$ cat src/rtl/c64_bus_pkg.sv
// Shared types and constants for the C64 system-bus arbitration logic.
// Contents: arbiter state encoding, stall-counter width, default BA-to-AEC
// stall, statistics width and the bus-owner enum used by the address decoders.
package c64_bus_pkg;

  localparam int unsigned CNT_W                = 4;
  localparam int unsigned DEFAULT_STALL_CYCLES = 3;
  localparam int unsigned STATS_W              = 16;

  typedef enum logic [1:0] {
    CPU_OWN = 2'd0,
    BA_WAIT = 2'd1,
    VIC_OWN = 2'd2,
    RELEASE = 2'd3
  } arb_state_e;

  typedef enum logic {
    OWNER_CPU = 1'b0,
    OWNER_VIC = 1'b1
  } bus_owner_e;

  // Which master drives the address bus in a given arbiter state.
  function automatic bus_owner_e owner_of(input arb_state_e s);
    return (s == VIC_OWN) ? OWNER_VIC : OWNER_CPU;
  endfunction

endpackage

$ cat src/rtl/c64_ba_countdown.sv
// Loadable down counter with a zero flag; times the BA-low window before a
// DMA master takes the bus.
// Ports: clk, reset (async, active-high), load/load_val (load has priority),
// dec (decrement, holds at zero), zero_c (combinational count==0 flag).
module c64_ba_countdown
  import c64_bus_pkg::*;
(
  input  logic             clk,
  input  logic             reset,
  input  logic             load,
  input  logic [CNT_W-1:0] load_val,
  input  logic             dec,
  output logic             zero_c
);

  logic [CNT_W-1:0] cnt;

  always_ff @(posedge clk or posedge reset) begin
    if (reset) begin
      cnt <= '0;
    end else if (load) begin
      cnt <= load_val;
    end else if (dec && !zero_c) begin
      cnt <= cnt - CNT_W'(1);
    end
  end

  assign zero_c = (cnt == '0);

endmodule

$ cat src/rtl/c64_bus_arbiter.sv
// Arbitrates the system memory bus between the 6502 core and the VIC-II
// fetch engine with C64 BA/AEC semantics: BA drops on a VIC request, CPU
// writes may finish during the stall window, then the VIC owns the bus
// until it releases it, followed by one turnaround cycle.
// Ports: clk, reset (async, active-high); cpu_ab/cpu_do/cpu_we from the CPU,
// cpu_rdy back to its sequencer; vic_req/vic_ab from the VIC, vic_grant back;
// ba; muxed mem_ab/mem_do/mem_we. All outputs are combinational from the
// registered state and current inputs.
// Build option: define ARB_STATS_EN to add the stolen_cycles counter port.
module c64_bus_arbiter
  import c64_bus_pkg::*;
#(
  parameter int unsigned STALL_CYCLES = DEFAULT_STALL_CYCLES,
  parameter int unsigned ADDR_W       = 16
) (
  input  logic              clk,
  input  logic              reset,
  input  logic [ADDR_W-1:0] cpu_ab,
  input  logic [7:0]        cpu_do,
  input  logic              cpu_we,
  output logic              cpu_rdy,
  input  logic              vic_req,
  input  logic [ADDR_W-1:0] vic_ab,
  output logic              vic_grant,
  output logic              ba,
  output logic [ADDR_W-1:0] mem_ab,
  output logic [7:0]        mem_do,
  output logic              mem_we
`ifdef ARB_STATS_EN
  ,
  output logic [STATS_W-1:0] stolen_cycles
`endif
);

  arb_state_e state;
  logic       cnt_load_c;
  logic       cnt_dec_c;
  logic       cnt_zero_c;

  // Counter is armed on the request edge and only runs while the request holds.
  assign cnt_load_c = (state == CPU_OWN) && vic_req;
  assign cnt_dec_c  = (state == BA_WAIT) && vic_req;

  c64_ba_countdown u_countdown (
    .clk      (clk),
    .reset    (reset),
    .load     (cnt_load_c),
    .load_val (CNT_W'(STALL_CYCLES - 1)),
    .dec      (cnt_dec_c),
    .zero_c   (cnt_zero_c)
  );

  // State register; a dropped request in BA_WAIT beats an expiring count.
  always_ff @(posedge clk or posedge reset) begin
    if (reset) begin
      state <= CPU_OWN;
    end else begin
      case (state)
        CPU_OWN: if (vic_req) state <= BA_WAIT;
        BA_WAIT: begin
          if (!vic_req)        state <= CPU_OWN;
          else if (cnt_zero_c) state <= VIC_OWN;
        end
        VIC_OWN: if (!vic_req) state <= RELEASE;
        RELEASE: state <= CPU_OWN;
        default: state <= CPU_OWN;
      endcase
    end
  end

  // Bus mux and handshake outputs; only the VIC state swaps the address.
  always_comb begin
    ba        = 1'b1;
    vic_grant = 1'b0;
    cpu_rdy   = 1'b1;
    mem_do    = cpu_do;
    mem_we    = cpu_we;
    mem_ab    = (owner_of(state) == OWNER_VIC) ? vic_ab : cpu_ab;
    case (state)
      CPU_OWN: ;
      BA_WAIT: begin
        ba      = 1'b0;
        cpu_rdy = cpu_we;
      end
      VIC_OWN: begin
        ba        = 1'b0;
        vic_grant = 1'b1;
        cpu_rdy   = 1'b0;
        mem_we    = 1'b0;
      end
      RELEASE: begin
        ba      = 1'b0;
        cpu_rdy = 1'b0;
        mem_we  = 1'b0;
      end
      default: ;
    endcase
  end

`ifdef ARB_STATS_EN
  logic steal_c;

  // A cycle is stolen whenever the CPU cannot make progress on the bus.
  assign steal_c = (state == VIC_OWN) || (state == RELEASE) ||
                   ((state == BA_WAIT) && !cpu_we);

  // Saturating stolen-cycle counter.
  always_ff @(posedge clk or posedge reset) begin
    if (reset) begin
      stolen_cycles <= '0;
    end else if (steal_c && (stolen_cycles != {STATS_W{1'b1}})) begin
      stolen_cycles <= stolen_cycles + STATS_W'(1);
    end
  end
`endif

endmodule
$ cat config.mk
export PLATFORM = sky130hd
export DESIGN_NAME = c64_bus_arbiter
export DESIGN_NICKNAME = d
export VERILOG_FILES = /design/src/rtl/c64_bus_pkg.sv /design/src/rtl/c64_ba_countdown.sv /design/src/rtl/c64_bus_arbiter.sv
export SDC_FILE = /design/constraint.sdc
export NUM_CORES = 1
export LEC_CHECK = 0
export ABC_AREA = 1
export CAP_MARGIN = 20
export CORE_MARGIN = 10
export CORE_UTILIZATION = 26
export DETAILED_ROUTE_END_ITERATION = 10
export PLACE_DENSITY = 0.79
export SKIP_LAST_GASP = 1
export SYNTH_ARGS = -nofsm -noshare
export SYNTH_HDL_FRONTEND = slang
export SYNTH_SLANG_ARGS = --single-unit
$ cat constraint.sdc
create_clock -name clk -period 1.58 [get_ports clk]
set_clock_uncertainty 0.15 [all_clocks]
set_input_delay 0.316 -clock clk [delete_from_list [all_inputs] [get_ports clk]]
set_output_delay 0.316 -clock clk [all_outputs]
set_load 0.05 [all_outputs]
==> flow_metrics.tcl <==
set metrics [dict create \
    grt_pass1_vias 809 \
    p_per_area_mw_per_mm2 1720 \
    path_cells "nor2_4 > buf_6 > nand2_1 > nand2_4 > buf_6" \
    num_io_pins 72 \
    power_w 0.00239 \
    timing.final.ws_setup_ns -0.206 \
    maxCapViolations 0 \
    synth-seq-cells 6 \
    worst_r2r_endpoint "u_countdown.cnt[2]$_DFFE_PP0P_" \
    fp.dieH_um 68.5 \
    p_leak_nw 0.682 \
    grt_max_degree 18 \
    crit_required_ns 1.11 \
    gp_congestion 0.888 \
    clk_pin_slew_ns 0.05 \
    path_max_fanout 10 \
    crit_path_frequent_cell "buf_6" \
    maxSlewViolCount 0 \
    syn_area_um2 612 \
    drt_pass1_iterations 6 \
    synth_nets 153 \
    crit_path_end_kind "output pin" \
    syn_inst 108 \
    gr-total-overflow 0 \
    violations "setup timing" \
    drive_gt1_share_pct 35.2 \
    placed_cells 185 \
    ff2ff_path_depth 6 \
    ys_warn_count 0 \
    fin_nets 209 \
    path_class "register to output pin" \
    finalSetupViolCount 19 \
    insertion_delay_ns 0.25 \
    ant_nets 0 \
    grt_pass1_wl_um 3960 \
    ys_seq_area_share_pct 24.5 \
    initial_core_util_pct 27.4 \
    arrival_ns 1.32 \
    hp-class "input pin to async pin" \
    drt_iter0_drc 53 \
    antenna_found_initial 0 \
    die_x_um 68.5 \
    fmax_mhz 560 \
    critPathBufInv 2 \
    vias_per_cell 4.55 \
    r2r_slack_ns 0.18 \
    dp_slack_ns -0.0737 \
    critical_path.slowest_cell "dfrtp_1" \
    avgSynthCellArea_um2 5.67 \
    insertedDiodeCount 0 \
    dieArea_mm2 0.00469 \
    rows 17 \
    relSlewSlack_pct 82.0 \
    r2r_start "state[0]$_DFFE_PP0P_" \
    fin_setup_tns_ns -3.20 \
    fin_crit_sh_pct 113 \
    cts_tree "built" \
    synth_cell_types 13 \
    fin_crit_ns 1.79 \
    drc 0 \
    clockBufferDepth 2 \
    outcome "finished with violations" \
    cts_sinks 6 \
    drt-total-wl_um 2990 \
    peakVddDrop_mv 1.27 \
    worstSetupStartpointType "register" \
    max_stage_delay_ns 0.40 \
    hold_viol 0 \
    critPathTopFamily "flip-flops" \
    routedWlPerCell_um 15.7 \
    rsz0062_at_grt "true" \
    cts_root_buffer "clkbuf_4" \
    nFillCells 181 \
    io_buffers 55 \
    grtUsageTotal_pct 11.0 \
    core_mm2 0.00223 \
    vias 864 \
    fin_cells 190 \
    hold_buffers 0 \
    htreeDepth 1 \
    synthToLayoutAreaGrowth_pct 127 \
    worst_pin_slew_ns 0.270 \
    hpwlAfterDp_um 2370 \
    cts_buffers 3 \
]
## Yosys cell counts
library cell  instances  area [um2]
ha_1                  1        12.5
inv_2                 2        7.51
nor2_4                1        11.3
nand2_1              61         229
dfrtp_1               6         150
o21ai_0               2        10.0
buf_6                 1        11.3
nand3_1               9        45.0
inv_1                 8        30.0
a21oi_1               2        10.0
buf_4                 9        67.6
nor2_1                5        18.8
xor2_1                1        8.76
## worst register-to-register path, cell delays in order (launching register included)
cell	delay, ns
dfrtp_1	0.40
buf_4	0.15
buf_6	0.12
nor2_4	0.11
nand2_1	0.16
nand3_1	0.13
nand2_1	0.06
## where the power goes
part | switching, W | leakage (nW) | internal [W]
Combinational | 0.00118 | 0.592 | 0.000779
Sequential | 0.0000634 | 0.0764 | 0.000225
Clock | 0.0000591 | 0.0138 | 0.0000862
Total | 0.00130 | 0.682 | 0.00109
## layout make-up
cell class	count	area, um2	share of cell area [%]
inverter	10	40.0	2.89
multi-input combinational	82	469	33.8
tap	28	35.0	2.53
sequential	6	150	10.8
clock buffer	3	22.5	1.62
timing repair buffer	61	669	48.3
## metal layers
| layer | track usage (%) | share of wire [%] | wire length (um) |
|---|---|---|---|
| met5 | 0 | 0 | 0 |
| met4 | 4.02 | 3.0 | 91 |
| met2 | 19.5 | 52 | 1560 |
| met3 | 4.19 | 10 | 305 |
| met1 | 11.5 | 35 | 1030 |
## metrics by stage
stage | instance area, um2 | utilization [%] | hold WS (ns)
after floorplan | 693 | - | -0.0430
after global placement | 1220 | 54.7 | 0.332
after detailed placement | 1220 | 54.7 | 0.351
after CTS | 1330 | 59.7 | 0.145
after global routing | 1390 | 62.1 | 0.181
final | 1390 | 62.1 | 0.140
## logic make-up (layout without fill, tap and decap cells)
kind of cell             after synthesis  count (layout)  share of synthesized area (%)
XOR/XNOR                               1               1                           1.43
buffers and inverters                 20              74                           19.0
flip-flops                             6               6                           24.5
adder cells (fa/ha/maj)                1               1                           2.04
AO/OA/AOI/OAI                          4               4                           3.27
AND/OR/NAND/NOR                       76              76                           49.7
## how the worst max path moves through the flow
stage                               startpoint                              to  slack (ns)  depth (start not counted)
after detailed placement                cpu_we                          mem_we       -0.07                          4
after floorplan           state[0]$_DFFE_PP0P_  u_countdown.cnt[3]$_DFFE_PP0P_       -0.01                          4
after CTS                             register                       mem_ab[8]       -0.21                          6
after global placement                  cpu_we                          mem_we       -0.04                          4
final                     state[0]$_DFFE_PP0P_                       mem_ab[8]       -0.21                          5
after global routing      state[0]$_DFFE_PP0P_                      mem_ab[13]       -0.29                          5
## cells in the final DEF, fill, tap and decap left out
cell / synthesis / layout
nand2_4: 0 / 9
dlygate4sd2_1: 0 / 1
nor2_1: 5 / 3
dfrtp_1: 6 / 6
nand3_1: 9 / 9
buf_8: 0 / 1
inv_4: 0 / 1
o21ai_0: 2 / 2
buf_6: 1 / 18
clkbuf_4: 0 / 3
ha_1: 1 / 1
nand2_2: 0 / 12
buf_12: 0 / 4
a21oi_1: 2 / 1
inv_1: 8 / 7
clkdlybuf4s50_1: 0 / 34
a21oi_4: 0 / 1
buf_4: 9 / 3
xor2_1: 1 / 1
inv_2: 2 / 2
nand2_1: 61 / 40
nor2_4: 1 / 3
## what timing repair did
action,4_1_cts,5_1_grt
buffers inserted,0,2
endpoints found under the setup margin,20,19
gates resized for setup,25,14
pin swaps,3,2
(Power assumes the default switching activity.)
